==> config.mk <==
export PLATFORM = sky130hd
export DESIGN_NAME = ks_subtractor_pipe
export DESIGN_NICKNAME = d
export VERILOG_FILES = /design/src/rtl/ks_subtractor_pipe.sv
export SDC_FILE = /design/constraint.sdc
export NUM_CORES = 1
export LEC_CHECK = 0
export BUFFER_PORTS_ARGS = -buffer_cell sky130_fd_sc_hd__buf_2
export CORE_MARGIN = 2
export CORE_UTILIZATION = 33
export DETAILED_ROUTE_END_ITERATION = 16
export PLACE_DENSITY_LB_ADDON = 0.25
export SKIP_CTS_REPAIR_TIMING = 1
export SYNTH_ARGS = -nofsm -noshare
export SYNTH_HDL_FRONTEND = slang
export SYNTH_SLANG_ARGS = --single-unit
==> constraint.sdc <==
create_clock -name clk_i -period 5.3 [get_ports clk_i]
set_input_delay 0.265 -clock clk_i [delete_from_list [all_inputs] [get_ports clk_i]]
set_output_delay 0.265 -clock clk_i [all_outputs]
set_load 0.1 [all_outputs]
==> src/rtl/ks_subtractor_pipe.sv <==
// Pipelined Kogge-Stone subtractor: diff = a - b - borrow_in, one register per prefix level.
// Optional signed-overflow output is enabled by defining KS_SUB_OVERFLOW_EN.
module ks_subtractor_pipe #(
  parameter int DATA_WIDTH = 8
) (
  input  logic                  clk_i,
  input  logic                  rst_i,
  input  logic                  valid_i,
  output logic                  ready_o,
  input  logic [DATA_WIDTH-1:0] a_i,
  input  logic [DATA_WIDTH-1:0] b_i,
  input  logic                  borrow_i,
  output logic                  valid_o,
  input  logic                  ready_i,
  output logic [DATA_WIDTH-1:0] diff_o,
  output logic                  borrow_o
`ifdef KS_SUB_OVERFLOW_EN
  ,
  output logic                  ovf_o
`endif
);

  localparam int W      = DATA_WIDTH;
  localparam int STAGES = $clog2(DATA_WIDTH);

  // Handshake: an operand set is accepted on a rising edge when valid_i & ready_o;
  // a result is consumed on a rising edge when valid_o & ready_i. The whole pipe
  // advances together when the output slot is empty or being drained.
  logic w_adv;

  logic [W-1:0] r_a   [0:STAGES];
  logic [W-1:0] r_nb  [0:STAGES];
  logic [W-1:0] r_g   [0:STAGES];
  logic [W-1:0] r_p   [0:STAGES];
  logic         r_cin [0:STAGES];
  logic [STAGES:0] r_vld;

`ifdef KS_SUB_OVERFLOW_EN
  logic [STAGES:0] r_amsb;
  logic [STAGES:0] r_bmsb;
`endif

  logic [W-1:0] w_g_nxt [1:STAGES];
  logic [W-1:0] w_p_nxt [1:STAGES];
  logic [W:0]   w_carry;
  logic [W-1:0] w_diff;

  assign valid_o = r_vld[STAGES];
  assign w_adv   = ~valid_o | ready_i;
  assign ready_o = w_adv;

  // Prefix level i combines each bit with the one 2^(i-1) positions below it.
  always_comb begin
    for (int i = 1; i <= STAGES; i++) begin
      w_g_nxt[i] = r_g[i-1];
      w_p_nxt[i] = r_p[i-1];
      for (int j = (1 << (i - 1)); j < W; j++) begin
        w_g_nxt[i][j] = r_g[i-1][j] | (r_p[i-1][j] & r_g[i-1][j-(1 << (i - 1))]);
        w_p_nxt[i][j] = r_p[i-1][j] & r_p[i-1][j-(1 << (i - 1))];
      end
    end
  end

  always_ff @(posedge clk_i or posedge rst_i) begin
    if (rst_i) begin
      r_vld <= '0;
      for (int i = 0; i <= STAGES; i++) begin
        r_a[i]   <= '0;
        r_nb[i]  <= '0;
        r_g[i]   <= '0;
        r_p[i]   <= '0;
        r_cin[i] <= 1'b0;
      end
`ifdef KS_SUB_OVERFLOW_EN
      r_amsb <= '0;
      r_bmsb <= '0;
`endif
    end else if (w_adv) begin
      r_vld[0] <= valid_i;
      r_a[0]   <= a_i;
      r_nb[0]  <= ~b_i;
      r_g[0]   <= a_i & ~b_i;
      r_p[0]   <= a_i | ~b_i;
      r_cin[0] <= ~borrow_i;
      for (int i = 1; i <= STAGES; i++) begin
        r_vld[i] <= r_vld[i-1];
        r_a[i]   <= r_a[i-1];
        r_nb[i]  <= r_nb[i-1];
        r_g[i]   <= w_g_nxt[i];
        r_p[i]   <= w_p_nxt[i];
        r_cin[i] <= r_cin[i-1];
      end
`ifdef KS_SUB_OVERFLOW_EN
      r_amsb <= {r_amsb[STAGES-1:0], a_i[W-1]};
      r_bmsb <= {r_bmsb[STAGES-1:0], b_i[W-1]};
`endif
    end
  end

  // Group generate/propagate cover bits [k:0], so the carry into k+1 needs only cin.
  assign w_carry = {r_g[STAGES] | (r_p[STAGES] & {W{r_cin[STAGES]}}), r_cin[STAGES]};
  assign w_diff  = r_a[STAGES] ^ r_nb[STAGES] ^ w_carry[W-1:0];

  // Outputs are forced low without a valid result so they read 0 after reset.
  assign diff_o   = valid_o ? w_diff : '0;
  assign borrow_o = valid_o & ~w_carry[W];

`ifdef KS_SUB_OVERFLOW_EN
  assign ovf_o = valid_o & (r_amsb[STAGES] != r_bmsb[STAGES])
                         & (w_diff[W-1] != r_amsb[STAGES]);
`endif

endmodule
# Word level (Yosys, flattened, before mapping)
# Index checks and enable logic that the tools add are counted.
# word_totals
register_bits	136
in_bits	21
out_inout_bits	11
# op_classes
muxes	1
n_bitwise	63
# op_table
cell	n
AND 1 bit	35
bitwise OR 1 bit	18
AND 8 bit	2
bitwise OR 8 bit	2
bitwise XOR 8 bit	2
two-way mux 8 bit	1
inverter 8 bit	1
inverter 1 bit	3

# Longest topological paths before layout
# Gate-level depths: netlist of run 1.
# logic_depth
word_depth	4
mapped_depth	7

# Least setup slack after synthesis of run 1
# OpenSTA, ideal clock, no wires.
# synth_path
kind	reg-to-output
start	reg r_vld[3]
end	out borrow_o
t_arrival_ps	3636
slack_ps	1399
stages_incl_launch_ff	3
cell_sequence	dfrtp_1 clkinv_1 a211oi_1
# synth_via
elab_chain_len	1
# synth_lines
element	line	source
start: declaration	36	logic [STAGES:0] r_vld;
start signal: indexed assignment	86	r_vld[i] <= r_vld[i-1];
AND 1 bit	106	assign borrow_o = valid_o & ~w_carry[W];
end: declaration	16	output logic borrow_o
# No other way between the ends.

# Worst setup path in the final report of run 1
# layout_path
start	reg r_vld[3]
end	out ready_o
# layout_via
elab_chain_len	2
# layout_lines
element	line	source
inverter 1 bit	49	assign w_adv = ~valid_o | ready_i;
bitwise OR 1 bit	49	
end: declaration	9	output logic ready_o,
# No other way between the ends.

==> results of run 1 <==
==> final cells by class <==
cell class                      instances  area (sq um)  area share
Tap cell                              216           270      0.0428
Clock buffer                           22           484      0.0767
Sequential cell                       136          3400       0.539
Inverter                               11          47.5     0.00754
Clock inverter                          9           145      0.0230
Timing Repair Buffer                   36           195      0.0309
Multi-Input combinational cell        406          1760       0.280
==> flip-flops by register name, indices dropped and copies added, names as in the netlist <==
name / flops
r_g: 32
r_p: 32
r_a: 32
r_nb: 32
r_vld: 4
r_cin: 4
==> placed cells by master (no fill, tap or decap), drive strengths merged <==
cell type,netlist,layout
dfrtp,136,136
o21ai,25,25
dlygate4sd3,0,1
xor2,1,1
a21oi,33,33
buf,29,35
a31oi,8,8
nor2b,1,1
clkinv,1,7
o31ai,8,8
clkbuf,2,22
nand2b,1,1
inv,10,9
a211oi,1,1
nand2,271,271
nand3,17,17
xnor2,15,15
nor2,25,25
bufinv,0,4
==> worst max-delay path, stage by stage, from the launching register on <==
cell and delay (ps):
dfrtp_1 360, nor2b_4 140, buf_4 620, clkinv_2 610, buf_2 470
==> cell usage after synthesis (all sizes together) <==
library cell / n
a21oi: 33
dfrtp: 136
clkinv: 1
clkbuf: 2
nor2b: 1
nand3: 17
a211oi: 1
xnor2: 15
o21ai: 25
buf: 29
nor2: 25
inv: 10
xor2: 1
nand2: 271
o31ai: 8
nand2b: 1
a31oi: 8
==> stage by stage <==
stage / instances / cell area [sq um] / worst slack (ps) / util
after global routing: 836 / 6310 / 2100 / 0.397
after detailed placement: 804 / 5670 / 2520 / 0.357
after floorplan: 584 / 5380 / 1400 / -
after global placement: 804 / 5670 / 2590 / 0.357
final: 836 / 6310 / 2380 / 0.397
after CTS: 835 / 6300 / 2350 / 0.397
==> kinds of logic (layout without fill, tap and decap cells) <==
logic type      Yosys count  count (layout)  share of synthesized area
buf+inv                  42              78                     0.0400
xor+xnor                 16              16                     0.0261
compound gates           75              75                     0.0759
simple gates            315             315                      0.225
flops                   136             136                      0.633
==> path summary, 6_finish.rpt <==
kind	start	endpoint	cells past startpoint
max	r_vld[3]$_DFFE_PP0P_	ready_o	4
max reg2reg	r_vld[3]$_DFFE_PP0P_	r_p[31]$_DFFE_PP0P_	6
min	borrow_i	r_cin[3]$_DFFE_PP0P_	2
min in group asynchronous	rst_i	r_a[2]$_DFFE_PP0P_	3
max in group asynchronous	rst_i	r_nb[24]$_DFFE_PP0P_	4
min reg2reg	r_vld[2]$_DFFE_PP0P_	r_vld[2]$_DFFE_PP0P_	2
==> power groups by stage <==
stage                     logic, mW  registers, mW  clock network (mW)
after global placement         1.55           1.76                   0
after detailed placement       1.58           1.78                   0
after floorplan                1.32           1.71                   0
after CTS                      1.58           1.76                1.27
after global routing           1.72           1.82                1.32
final                          1.55           1.76                1.24
==> layer usage <==
metal | part of all wire | wire, um | vias up | GRT usage
met4 | 0.012 | 130 | 0 | 0.0580
li1 | - | - | 1904 | -
met5 | 0 | 0 | - | 0
met3 | 0.029 | 321 | 9 | 0.0324
met2 | 0.45 | 4940 | 58 | 0.189
met1 | 0.51 | 5570 | 1779 | 0.202
==> metrics, run 1 <==
fraction of synthesized cell area taken by the top area cell type 0.633; Final Slew Violations 0; critical-path maximum fanout 85; height of the die 132 um; vias in the first global route 3550; Gate Count Post-Synth 584; clock skew after layout 13.6 ps; I/O pin cnt 32; clock transition time at the flip-flop clock pins of the worst setup and hold paths 60 ps; cell row count 46; Tot Pwr 4.56 mW; crit end category output port; Root Buffer clkbuf_16; # diodes 0; Sequential Power Share 0.386; number of design-rule violations left by the first detailed-router iteration 308; # fillers 1625; count of final hold-check violations 0; minimum clock period 2920 ps; growth of design area from synthesis to finish 17.4%; global-route wire length before repair 18.6 mm; register bit count reported by yosys 136; detail-routed via count per cell 4.49; largest area contributor in the netlist dfrtp_1; final number of setup-violating endpoints 0; combinational group share of total power 0.341; achievable clock frequency 0.343 GHz; total clock sinks 136; mean instance size in the synthesized netlist 9.20 sq um; total negative setup slack 0 ps; Worst Path Class, Setup reg2out; die extent in x 132 um; Synth warnings 0; share of power burned in the clock network 0.273; antenna violations before repair 0; outcome completed; via count of the routed design 3750; proportion of synthesized chip area in sequential cells 0.633; library cells used by synthesis 20; Sw Pwr 1.86 mW; Switching Share 0.408; Initial Utilization 0.338; remaining global-route overflow 0; remaining max-slew budget at the tightest pin 0.307; global placer's final weighted congestion 0.730; clk buf depth 2; crit path launch type flip-flop; worst hold slack 37.0 ps; synth top area cells dfrtp_1, nand2_1, a21oi_1, xnor2_1, buf_2; Worst Path Required 5040 ps; core area 15900 sq um; total wire length 11.0 mm; net count after synthesis 605; Hold Crit Class in2reg; number of nets at the end of the flow 629; unrepaired setup endpoints after global routing no; final antenna-violating net count 0; CTS tree yes; power density over the cells 722 nW/um^2; Die Footprint 17300 sq um; Tcrit/Tclk final 0.550; total clock buffers created by CTS 17; Clock Latency Late Sink 410 ps; fraction of layout instances using a drive strength above 1 0.110; Worst Tran Pin Value 1040 ps; routed length per placed instance 13.1 um; internal reg-to-reg setup slack 2520 ps; Leak Pwr 3.12 nW; max-cap viol count 0; worst vdd ir 394 uV; DR pass1 iterations 7; number of H-tree levels 4; largest net degree at the start of global routing 87; post-detail-place hpwl 7.07 mm; DR DRC count 0; netlist area before placement 5380 sq um; Internal Dissipation 2.70 mW; arrival time worst endpoint 2650 ps; Port Buffers 31; GRT Overall Usage 0.136
Note: power is estimated with default switching activity, not from simulation.
==> run 2: changes to the inputs <==
--- a/config.mk
+++ b/config.mk
@@ -5,6 +5,7 @@
 export SDC_FILE = /design/constraint.sdc
 export NUM_CORES = 1
 export LEC_CHECK = 0
+export ABC_AREA = 1
 export BUFFER_PORTS_ARGS = -buffer_cell sky130_fd_sc_hd__buf_2
 export CORE_MARGIN = 2
 export CORE_UTILIZATION = 33
==> constraint.sdc (replaced) <==
create_clock -name clk_i -period 2.6 [get_ports clk_i]
set_input_delay 0.13 -clock clk_i [delete_from_list [all_inputs] [get_ports clk_i]]
set_output_delay 0.13 -clock clk_i [all_outputs]
set_load 0.1 [all_outputs]
==> metrics, run 2 <==
Tcrit/Tclk final 0.784; CP delay by family, top flip-flops; mean instance size in the synthesized netlist 8.96 sq um; commonest cells in the synthesized netlist nand2_1, dfrtp_1, o21ai_0; wire length the detailed router placed on met1 5.60 mm; DR DRC count 0; clk buf depth 2; Sw Pwr 3.59 mW; # diodes 0; remaining global-route overflow 0; largest stage delay on the critical path 520 ps; achievable clock frequency 0.490 GHz; met3 routed wirelength 370 um; count of final hold-check violations 6; CTS tree yes; Initial Utilization 0.334; share of power burned in the clock network 0.279; die extent in x 133 um; share of the core filled with cells 0.404; Place WS 887 ps; number of H-tree levels 4; Worst Path Required 2470 ps; Placed Area 5870 sq um; synth top area cells dfrtp_1, nand2_1, o21ai_0, inv_1, o21ai_1; multiplexer share of the synthesized area 0; Clock Latency Late Sink 420 ps; outcome finished, violations left; clock skew after layout 6.71 ps; remaining max-slew budget at the tightest pin 0.487; startpoint of the lowest-slack hold path a_i[4]; I/O pin cnt 32; simple-gate portion of the synthesized area 0.196; worst hold slack -25.5 ps; core area 16500 sq um; Met2 Wirelength 5.11 mm; most used standard cell by instance count after synthesis nand2_1; clock transition time at the flip-flop clock pins of the worst setup and hold paths 60 ps; total wire length 11.3 mm; Sequential Power Share 0.393; height of the die 133 um; internal reg-to-reg setup slack 880 ps; DR pass1 iterations 4; largest area contributor in the netlist dfrtp_1; startpoint of the worst setup timing path r_vld[3]$_DFFE_PP0P_; final antenna-violating net count 0; XOR/XNOR Fraction of Synth Area 0; worst vdd ir 704 uV; crit end category output port; antenna violations before repair 0; GRT Overall Usage 0.143; Worst Tran Pin Value 768 ps; post-detail-place hpwl 7.48 mm; sequential standard cell area 3400 sq um; predominant post-synthesis flop cell dfrtp_1; growth of design area from synthesis to finish 20.8%; Slowest cell on crit path dfrtp_1; Async S/R FF share, synth 1.00; global-route wire length before repair 20.0 mm; worst path cell trace nand2_4 > buf_2; max-cap viol count 0; Switching Share 0.399; largest net degree at the start of global routing 77; fraction of synthesized cell area taken by the top area cell type 0.618; Final Slew Violations 0; combinational group share of total power 0.328; crit path buf inv count 1; arrival time worst endpoint 1910 ps; detail-routed via count per cell 4.46; power density over the cells 1350 nW/um^2; number of nets at the end of the flow 679; failing checks hold timing; Synth warnings 0; library cells used by synthesis 20; crit path launch type flip-flop; minimum clock period 2040 ps; critical-path maximum fanout 49; final number of setup-violating endpoints 0; Internal Dissipation 5.41 mW; post-route design area 6650 sq um; Leak Pwr 3.28 nW; Root Buffer clkbuf_16; number of design-rule violations left by the first detailed-router iteration 231; Worst Path Class, Setup reg2out; launch instance of the worst register-to-register path r_vld[3]$_DFFE_PP0P_; proportion of synthesized chip area in sequential cells 0.618; global placer's final weighted congestion 0.724; net count after synthesis 635; cell row count 47; largest family of logic cells by synthesized area simple AND/OR/NAND/NOR gates; post-synthesis share of cell area spent on full adders, half adders and majority gates 0; unrepaired setup endpoints after global routing no; netlist area before placement 5500 sq um; most common cell after layout, fill and taps aside nand2_1; routed length per placed instance 12.6 um; highest-count cells in the layout ignoring fill and taps nand2_1, dfrtp_1, o21ai_0; top routing layer in use met4; number of enable flip-flop cells after synthesis 0; register bit count reported by yosys 136; Gate Count Post-Synth 614; Port Buffers 31; multi-input logic area 1690 sq um; setup slack after layout 560 ps; via count of the routed design 3970; Hold Crit Class in2reg; total clock buffers created by CTS 17; compound-cell area share of the yosys netlist 0.106; total clock sinks 136; fraction of layout instances using a drive strength above 1 0.122; # fillers 1674; vias in the first global route 3942; Die Footprint 17700 sq um
[run 2: changes by cell type after synthesis, moves of 6 or more]
cell / before / now
a31oi_1: 8 / 0
o21ai_1: 0 / 24
o21ai_0: 25 / 73
buf_6: 3 / 9
a21oi_1: 33 / 17
buf_2: 25 / 6
nand2_1: 271 / 238
nor2_1: 25 / 15
o31ai_1: 8 / 0
buf_4: 1 / 7
inv_1: 9 / 58
xnor2_1: 15 / 0
[run 2: tightest hold or removal path, delay by kind of cell]
kind	cells	cell delay [ps]
and+or+nand+nor	2	150
buffers and inverters	1	90
[run 2: kinds of logic after synthesis]
family                 count (synthesis)
AO/OA/AOI/OAI                        116
buffers and inverters                 88
flip-flops                           136
AND/OR/NAND/NOR                      274
[run 2: final timing paths]
kind / to / cells after the start
max in group asynchronous: r_a[11]$_DFFE_PP0P_ / 4
min in group asynchronous: r_nb[21]$_DFFE_PP0P_ / 3
min reg2reg: r_vld[3]$_DFFE_PP0P_ / 2
min: r_a[28]$_DFFE_PP0P_ / 3
max: ready_o / 2
max reg2reg: r_g[25]$_DFFE_PP0P_ / 4
[run 2: power by group through the flow]
stage               Clock [mW]  Sequential (mW)  Combinational [mW]
floorplan                    0             3.42                2.49
global placement             0             3.53                2.94
detailed placement           0             3.57                2.98
CTS                       2.57             3.54                2.99
global route              2.66             3.65                3.34
finish                    2.52             3.53                2.95
[run 2: routing by layer]
| layer | global-route usage | vias to the layer above |
|---|---|---|
| met5 | 0 | - |
| met4 | 0.0638 | 0 |
| met3 | 0.0327 | 14 |
| met2 | 0.218 | 46 |
| met1 | 0.197 | 1895 |
| li1 | - | 2015 |
[run 2: through the flow]
stage	power, mW	setup TNS, ps	std cells
4_1_cts	9.10	0	876
2_1_floorplan	5.91	-48.3	614
6_report	9.00	0	891
3_3_place_gp	6.47	0	844
5_1_grt	9.66	0	891
3_5_place_dp	6.55	0	844
[run 2: final cells by class]
cell class	instances	share of cell area
multi-input cells	390	0.254
clock buffers	25	0.0776
clock inverters	7	0.0169
flip-flops and latches	136	0.512
repair buffers	53	0.0633
inverters	60	0.0348
well taps	220	0.0414
